===== config.mk =====
export PLATFORM = sky130hd
export DESIGN_NAME = proc_run_ctrl
export DESIGN_NICKNAME = d
export VERILOG_FILES = /design/src/rtl/proc_run_ctrl.sv
export SDC_FILE = /design/constraint.sdc
export NUM_CORES = 1
export LEC_CHECK = 0
export CAP_MARGIN = 10
export CELL_PAD_IN_SITES_DETAIL_PLACEMENT = 0
export CELL_PAD_IN_SITES_GLOBAL_PLACEMENT = 1
export CORE_ASPECT_RATIO = 0.7
export CORE_MARGIN = 2
export CORE_UTILIZATION = 43
export DETAILED_ROUTE_END_ITERATION = 8
export HOLD_SLACK_MARGIN = 0.06
export MAX_ROUTING_LAYER = met4
export PLACE_DENSITY_LB_ADDON = 0.3
export SETUP_SLACK_MARGIN = 0.02
export SLEW_MARGIN = 20
export SYNTH_ARGS = -nofsm -noshare
export SYNTH_HDL_FRONTEND = slang
export SYNTH_SLANG_ARGS = --single-unit

===== constraint.sdc =====
create_clock -name clk -period 3.1 [get_ports clk]
set_input_delay 0.465 -clock clk [delete_from_list [all_inputs] [get_ports clk]]
set_output_delay 0.465 -clock clk [all_outputs]
set_load 0.05 [all_outputs]

===== src/rtl/proc_run_ctrl.sv =====
// Run/done sequencer: debounced start key, processor run enable, cycle counter
// and watchdog timeout, with state exported for LED/HEX display.
module proc_run_ctrl #(
  parameter int unsigned DEB_CYCLES     = 16,
  parameter int unsigned TIMEOUT_CYCLES = 1000000
) (
  input  logic        clk,
  input  logic        reset,
  input  logic        start_key_n,
  input  logic        done,
  output logic        run,
  output logic        busy,
  output logic        complete,
  output logic        timeout,
  output logic [31:0] cycle_count,
  output logic [1:0]  state
);

  typedef enum logic [1:0] {
    IDLE  = 2'd0,
    RUN   = 2'd1,
    DRAIN = 2'd2,
    FAULT = 2'd3
  } state_t;

  localparam int DEB_W = (DEB_CYCLES > 1) ? $clog2(DEB_CYCLES) : 1;
  localparam logic [DEB_W-1:0] DEB_LAST = DEB_W'(DEB_CYCLES - 1);
  localparam logic [31:0] TO_LAST = 32'(TIMEOUT_CYCLES - 1);
  localparam logic [31:0] TO_MAX  = 32'(TIMEOUT_CYCLES);

  logic             sync1_reg, sync2_reg;
  logic             key_stable_reg, key_stable_d_reg;
  logic [DEB_W-1:0] deb_cnt_reg;
  logic             press_evt_reg;

  state_t      state_reg, state_next;
  logic [31:0] count_reg, count_next;
  logic        complete_reg, complete_next;
  logic        timeout_reg, timeout_next;

  // Key path: synchronizer, mismatch-count debouncer, registered falling-edge pulse.
  always_ff @(posedge clk or posedge reset) begin
    if (reset) begin
      sync1_reg        <= 1'b1;
      sync2_reg        <= 1'b1;
      key_stable_reg   <= 1'b1;
      key_stable_d_reg <= 1'b1;
      deb_cnt_reg      <= '0;
      press_evt_reg    <= 1'b0;
    end else begin
      sync1_reg <= start_key_n;
      sync2_reg <= sync1_reg;
      if (sync2_reg == key_stable_reg) begin
        deb_cnt_reg <= '0;
      end else if (deb_cnt_reg == DEB_LAST) begin
        // This edge is the DEB_CYCLES-th consecutive mismatch.
        key_stable_reg <= sync2_reg;
        deb_cnt_reg    <= '0;
      end else begin
        deb_cnt_reg <= deb_cnt_reg + 1'b1;
      end
      key_stable_d_reg <= key_stable_reg;
      press_evt_reg    <= key_stable_d_reg & ~key_stable_reg;
    end
  end

  always_ff @(posedge clk or posedge reset) begin
    if (reset) begin
      state_reg    <= IDLE;
      count_reg    <= '0;
      complete_reg <= 1'b0;
      timeout_reg  <= 1'b0;
    end else begin
      state_reg    <= state_next;
      count_reg    <= count_next;
      complete_reg <= complete_next;
      timeout_reg  <= timeout_next;
    end
  end

  always_comb begin
    state_next    = state_reg;
    count_next    = count_reg;
    complete_next = complete_reg;
    timeout_next  = timeout_reg;
    case (state_reg)
      IDLE: begin
        if (press_evt_reg) begin
          count_next    = '0;
          complete_next = 1'b0;
          timeout_next  = 1'b0;
          state_next    = RUN;
        end
      end
      RUN: begin
        // done beats the watchdog when both land on the same cycle.
        if (done) begin
          complete_next = 1'b1;
          state_next    = DRAIN;
        end else if (count_reg == TO_LAST) begin
          count_next   = TO_MAX;
          timeout_next = 1'b1;
          state_next   = FAULT;
        end else begin
          count_next = count_reg + 32'd1;
        end
      end
      DRAIN: begin
        if (!done) state_next = IDLE;
      end
      FAULT: begin
        if (press_evt_reg) state_next = IDLE;
      end
      default: state_next = IDLE;
    endcase
  end

  assign run         = (state_reg == RUN);
  assign busy        = (state_reg == RUN);
  assign complete    = complete_reg;
  assign timeout     = timeout_reg;
  assign cycle_count = count_reg;
  assign state       = state_reg;

endmodule


==> Word-level counts from Yosys, hierarchy flattened <==
Cells that the tools add are included.
{ "totals": {"reg_bits": 45, "inputBits": 4, "output_inout_bits": 38} }
{ "op_classes": {"mux": 18, "n_addsub": 2, "reduce_logical": 7, "bitwise_logic": 3, "eq_ne": 13} }
{ "op_table": {"columns": ["operator", "count"], "rows": [
  ["32-bit two-way mux", 3],
  ["32-bit case mux with 2 select lines", 1],
  ["32-bit by 1-bit adder with 32-bit output, second input constant", 1],
  ["32-bit by 20-bit equality test with 1-bit output, second input constant", 1],
  ["2-bit two-way mux", 5],
  ["2-bit != test, second input constant", 5],
  ["4-bit two-way mux", 2],
  ["2-bit case mux with 4 select lines", 1],
  ["4-bit AND reduction", 2],
  ["3-bit AND reduction", 2],
  ["4-bit by 1-bit adder with 4-bit output, second input constant", 1],
  ["2-bit equality test, second input constant", 2],
  ["4-bit equality test, second input constant", 1],
  ["1-bit two-way mux", 4],
  ["1-bit case mux with 2 select lines", 2],
  ["3-bit by 2-bit != test with 1-bit output, second input constant", 1],
  ["2-bit by 1-bit equality test with 1-bit output, second input constant", 1],
  ["2-bit logical NOT", 1],
  ["2-bit by 1-bit != test with 1-bit output, second input constant", 1],
  ["1-bit NOT", 2],
  ["2-bit AND reduction", 1],
  ["2-bit nonzero test", 1],
  ["1-bit bitwise AND", 1],
  ["1-bit equality test", 1]
]} }

==> Depth between registers and ports, before layout <==
{ "logic_depth": {"depth_word": 4, "depth_mapped": 7, "mapped_depth_nobuf": 6} }

==> Worst setup path after synthesis <==
OpenSTA, ideal clock, no wires.
{ "synth_path": {"path_kind": "register to register", "start": "reg state_reg[0] (netlist: state[0])", "end": "reg count_reg[24] (netlist: cycle_count[24])", "t_arrival_ps": 2395, "path_stages_with_launch": 6, "slack_ps": 636, "period_less_slack_ps": 2464, "setup_ps": 70, "cell_sequence": "dfrtp_1 > nor2b_1 > nand2b_1 > clkbuf_1 > or3_1 > nand3_1"} }
{ "synth_between": {"elab_chain_len": 3, "elab_cells_between_ends": 7, "classes_between": "3 x eq/ne; 1 x mux; 3 x reduce/logical"} }
{ "synth_rtl": {"columns": ["item", "line", "rtl"], "rows": [
  ["from (decl)", "36", "state_t state_reg, state_next;"],
  ["from (signal assigned)", "74", "state_reg <= state_next;"],
  ["2-bit by 1-bit equality test with 1-bit output *", null, null],
  ["named net busy", "12", "output logic busy,"],
  ["2-bit != test (no source line) or 2-bit nonzero test (tied branches)", null, null],
  ["3-bit AND reduction (no source line)", null, null],
  ["to (signal assigned)", "75", "count_reg <= count_next;"],
  ["to (decl)", "37", "logic [31:0] count_reg, count_next;"]
]} }
Mark *: on every way through the listed nets, which the timed path passes. The rest lies on a longest branch.
A chain may end at the register's enable or synchronous reset.

==> Worst setup path in the final report <==
{ "layout_path": {"start": "reg state_reg[1] (netlist: state[1])", "end": "out run"} }
{ "layout_between": {"elab_chain_len": 1} }
{ "layout_rtl": {"columns": ["item", "line", "rtl"], "rows": [
  ["2-bit by 1-bit equality test with 1-bit output", "118", "assign run = (state_reg == RUN);"],
  ["to (decl)", "11", "output logic run,"]
]} }
No other way between the ends.

==> metrics.md <==
| Metric | Value |
|---|---|
| YS warnings | `0` |
| RSZ-0062 raised after global routing | `no` |
| Period utilisation layout | `80.3%` |
| Synth unique cells | `44` |
| HPWL Detailed | `4400 um` |
| Most frequent cells in the layout | `41 x dfrtp_1, 41 x clkdlybuf4s50_1, 26 x nand2_1` |
| DIE WIDTH | `93.8 um` |
| Top post-synthesis cells by area | `dfrtp_1 42%, xnor2_1 6.5%, and2_1 5.2%` |
| Final min period | `~2500 ps` |
| Largest net degree at the start of global routing | `46` |
| M1 GR Usage | `33.4%` |
| Leakage power | `around 0.0012 uW` |
| Slew Limit Headroom | `54.9%` |
| Initial Utilization | `a little under half` |
| Vias in the first global route | `just under 2000` |
| Synth area leader | `dfrtp_1` |
| CTS Root Cell | `clkbuf_8` |
| Seq/Total Area, Yosys | `46.6%` |
| GRT overflow | `0` |
| R2r endpoint | `cycle_count[26]` |
| FF+latch count, synth | `45` |
| Area of the multi-input gates | `1240 sq um` |
| Fillers | `approximately 480` |
| Number of diodes | `0` |
| WP buf/inv | `1` |
| TNS Setup | `0 ps` |
| Post-CTS Setup Bufs | `0` |
| Ys flop type | `dfrtp_1` |
| H-tree lvl count | `2` |
| Finished Layout Cells | `374` |
| Max Buffers Root-to-Sink | `2` |
| WHS | `approximately 360 ps` |
| Fmax | `402 MHz` |
| Slowest-stage cell, CP | `clkdlybuf4s50_1` |
| Final Hold Fails | `0` |
| DRT iter0 DRCs | `153` |
| Final Skew | `9.77 ps` |
| Pre-antenna DRT Iters | `4` |
| Hold_buf cts | `0` |
| Core area | `~5300 sq um` |
| Final net count | `between 300 and 400` |
| Die area | `approximately 6300 sq um` |
| FF-to-FF Start | `cycle_count[0]` |
| M3 GR Usage | `6.22%` |
| Num rows | `22` |
| Layout cells sized above 1 | `just under 9%` |
| R2R setup slack | `950 ps` |
| Cells after DPL | `366` |
| I/O pins | `42` |
| CP cell instances | `nor2b_1, clkdlybuf4s50_1` |
| Final setup vio count | `0` |
| Synth Instances | `roughly 260` |
| Critical path class | `register to primary output` |
| Drt wl/cell | `17.1 um` |
| Max reg flops | `32` |
| Final Wtd Congestion | `around 0.9` |
| Worst Reg-to-Reg Cells | `6` |
| Post-CTS sizing | `0` |
| Slew Limit Fails | `0` |
| Outcome | `completed` |
| EDFF count, synth | `0` |
| Startpoint types | `register` |
| Critical Path Stages | `2` |
| Mapped Nets | `261` |
| Utilization after layout | `a little under three fifths` |
| Sink Count | `45` |
| Critical path data arrival time | `2020 ps` |
| Via count | `around 2100` |
| Worst Setup EP | `run` |
| Final ANT Viol Nets | `0` |
| Most Used Layer, Global Route | `met1` |
| Share of the synthesized area in the top cell type | `between 40 and 50%` |
| Synth Cell Area | `2430 sq um` |
| Total GRT Usage | `23.2%` |
| Actual slew at the worst max-slew pin | `677 ps` |
| Ys async rst share | `100%` |
| Reg area | `1130 sq um` |
| CP max FO | `13` |
| M2 GR Usage | `31.9%` |
| Crit path required time | `2630 ps` |
| Critical Path Max Stage Delay | `860 ps` |
| CTS tree | `yes` |
| Die Y | `66.9 um` |
| DR vias/cell | `between 5 and 6` |
| First-pass GRT wire length | `around 11000 um` |
| Cell Pwr Density | `492 nW/um^2` |
| Clock latency on the worst-skew pair | `310 ps` |
| Mean Syn Cell Area | `9.52 sq um` |
| Crit path max-delay family | `buffers and inverters` |
| Initial antenna violation count | `0` |
| PortBufs | `41` |
| Max-Cap Viols | `0` |
| CP Capture Type | `primary output` |
| Inserted Clock Buffers | `5` |
| Worst vdd ir | `about 0.44 mV` |
| # DRC | `0` |
| Area grow syn2layout | `25.6%` |
| Post-Route WL | `6400 um` |
| Hold/Removal Path Class | `register to register` |
| Crit path launch | `state[1]` |
| Clock Pin Slew Worst Setup and Hold Paths | `90 ps` |
## logic make-up (layout without fill, tap and decap cells)
family	count (synthesis)	in the layout	share of synthesized area (%)
and+or+nand+nor	132	132	31.4
DFF	45	45	46.6
xor gates and xnor gates	20	20	7.22
buffers and inverters	13	60	2.22
AOI/OAI and AO/OA	42	42	11.0
muxes	1	1	0.464
adders and majority gates	2	2	1.03
## how the worst min path moves through the flow
| stage | cells past startpoint | to | from |
|---|---|---|---|
| 6_report | 0 | sync2_reg | sync1_reg |
| 5_1_grt | 0 | sync2_reg | sync1_reg |
| 4_1_cts | 0 | sync2_reg | sync1_reg |
| 3_5_place_dp | 0 | sync2_reg | sync1_reg |
| 3_3_place_gp | 0 | sync2_reg | sync1_reg |
| 2_1_floorplan | 0 | sync2_reg | sync1_reg |
## per-layer routing
metal / wire (um) / up-vias
met5: 0 / -
met4: 79 / 0
met3: 492 / 7
met2: 2750 / 81
met1: 3080 / 1028
li1: - / 1010
## Yosys cell counts, drive strengths merged, types with 2 or more instances
master   count
dfrtp       41
nand2       26
and2        20
nand4       19
o21ai       18
xnor2       18
nand3       16
nor2        14
a21oi       13
nor4         8
inv          6
nor3         6
clkbuf       5
nand2b       5
dfstp        4
or3          4
a2111oi      3
nor2b        3
nor4b        3
a21o         2
a31oi        2
buf          2
ha           2
xor2         2
## power by group
part | internal [uW] | switching (uW)
clock | 241 | 213
combinational | 115 | 250
sequential | 621 | 61.0
## metrics by stage
step                total power, uW  area, sq um  setup WS, ps
floorplan                       938         2430           636
global placement               1060         2930           661
detailed placement             1050         2930           667
CTS                            1520         3050           610
global route                   1580         3050           539
finish                         1500         3050           610
## area by class of cell
cell class | count | share of cell area [%]
clock inverter | 3 | 1.52
tap | 72 | 2.95
clock buffer | 5 | 2.26
sequential | 45 | 37.1
inverter | 6 | 0.739
multi-input combinational | 197 | 40.7
timing repair buffer | 46 | 14.7
No activity file was read; power rests on OpenSTA's default activity.
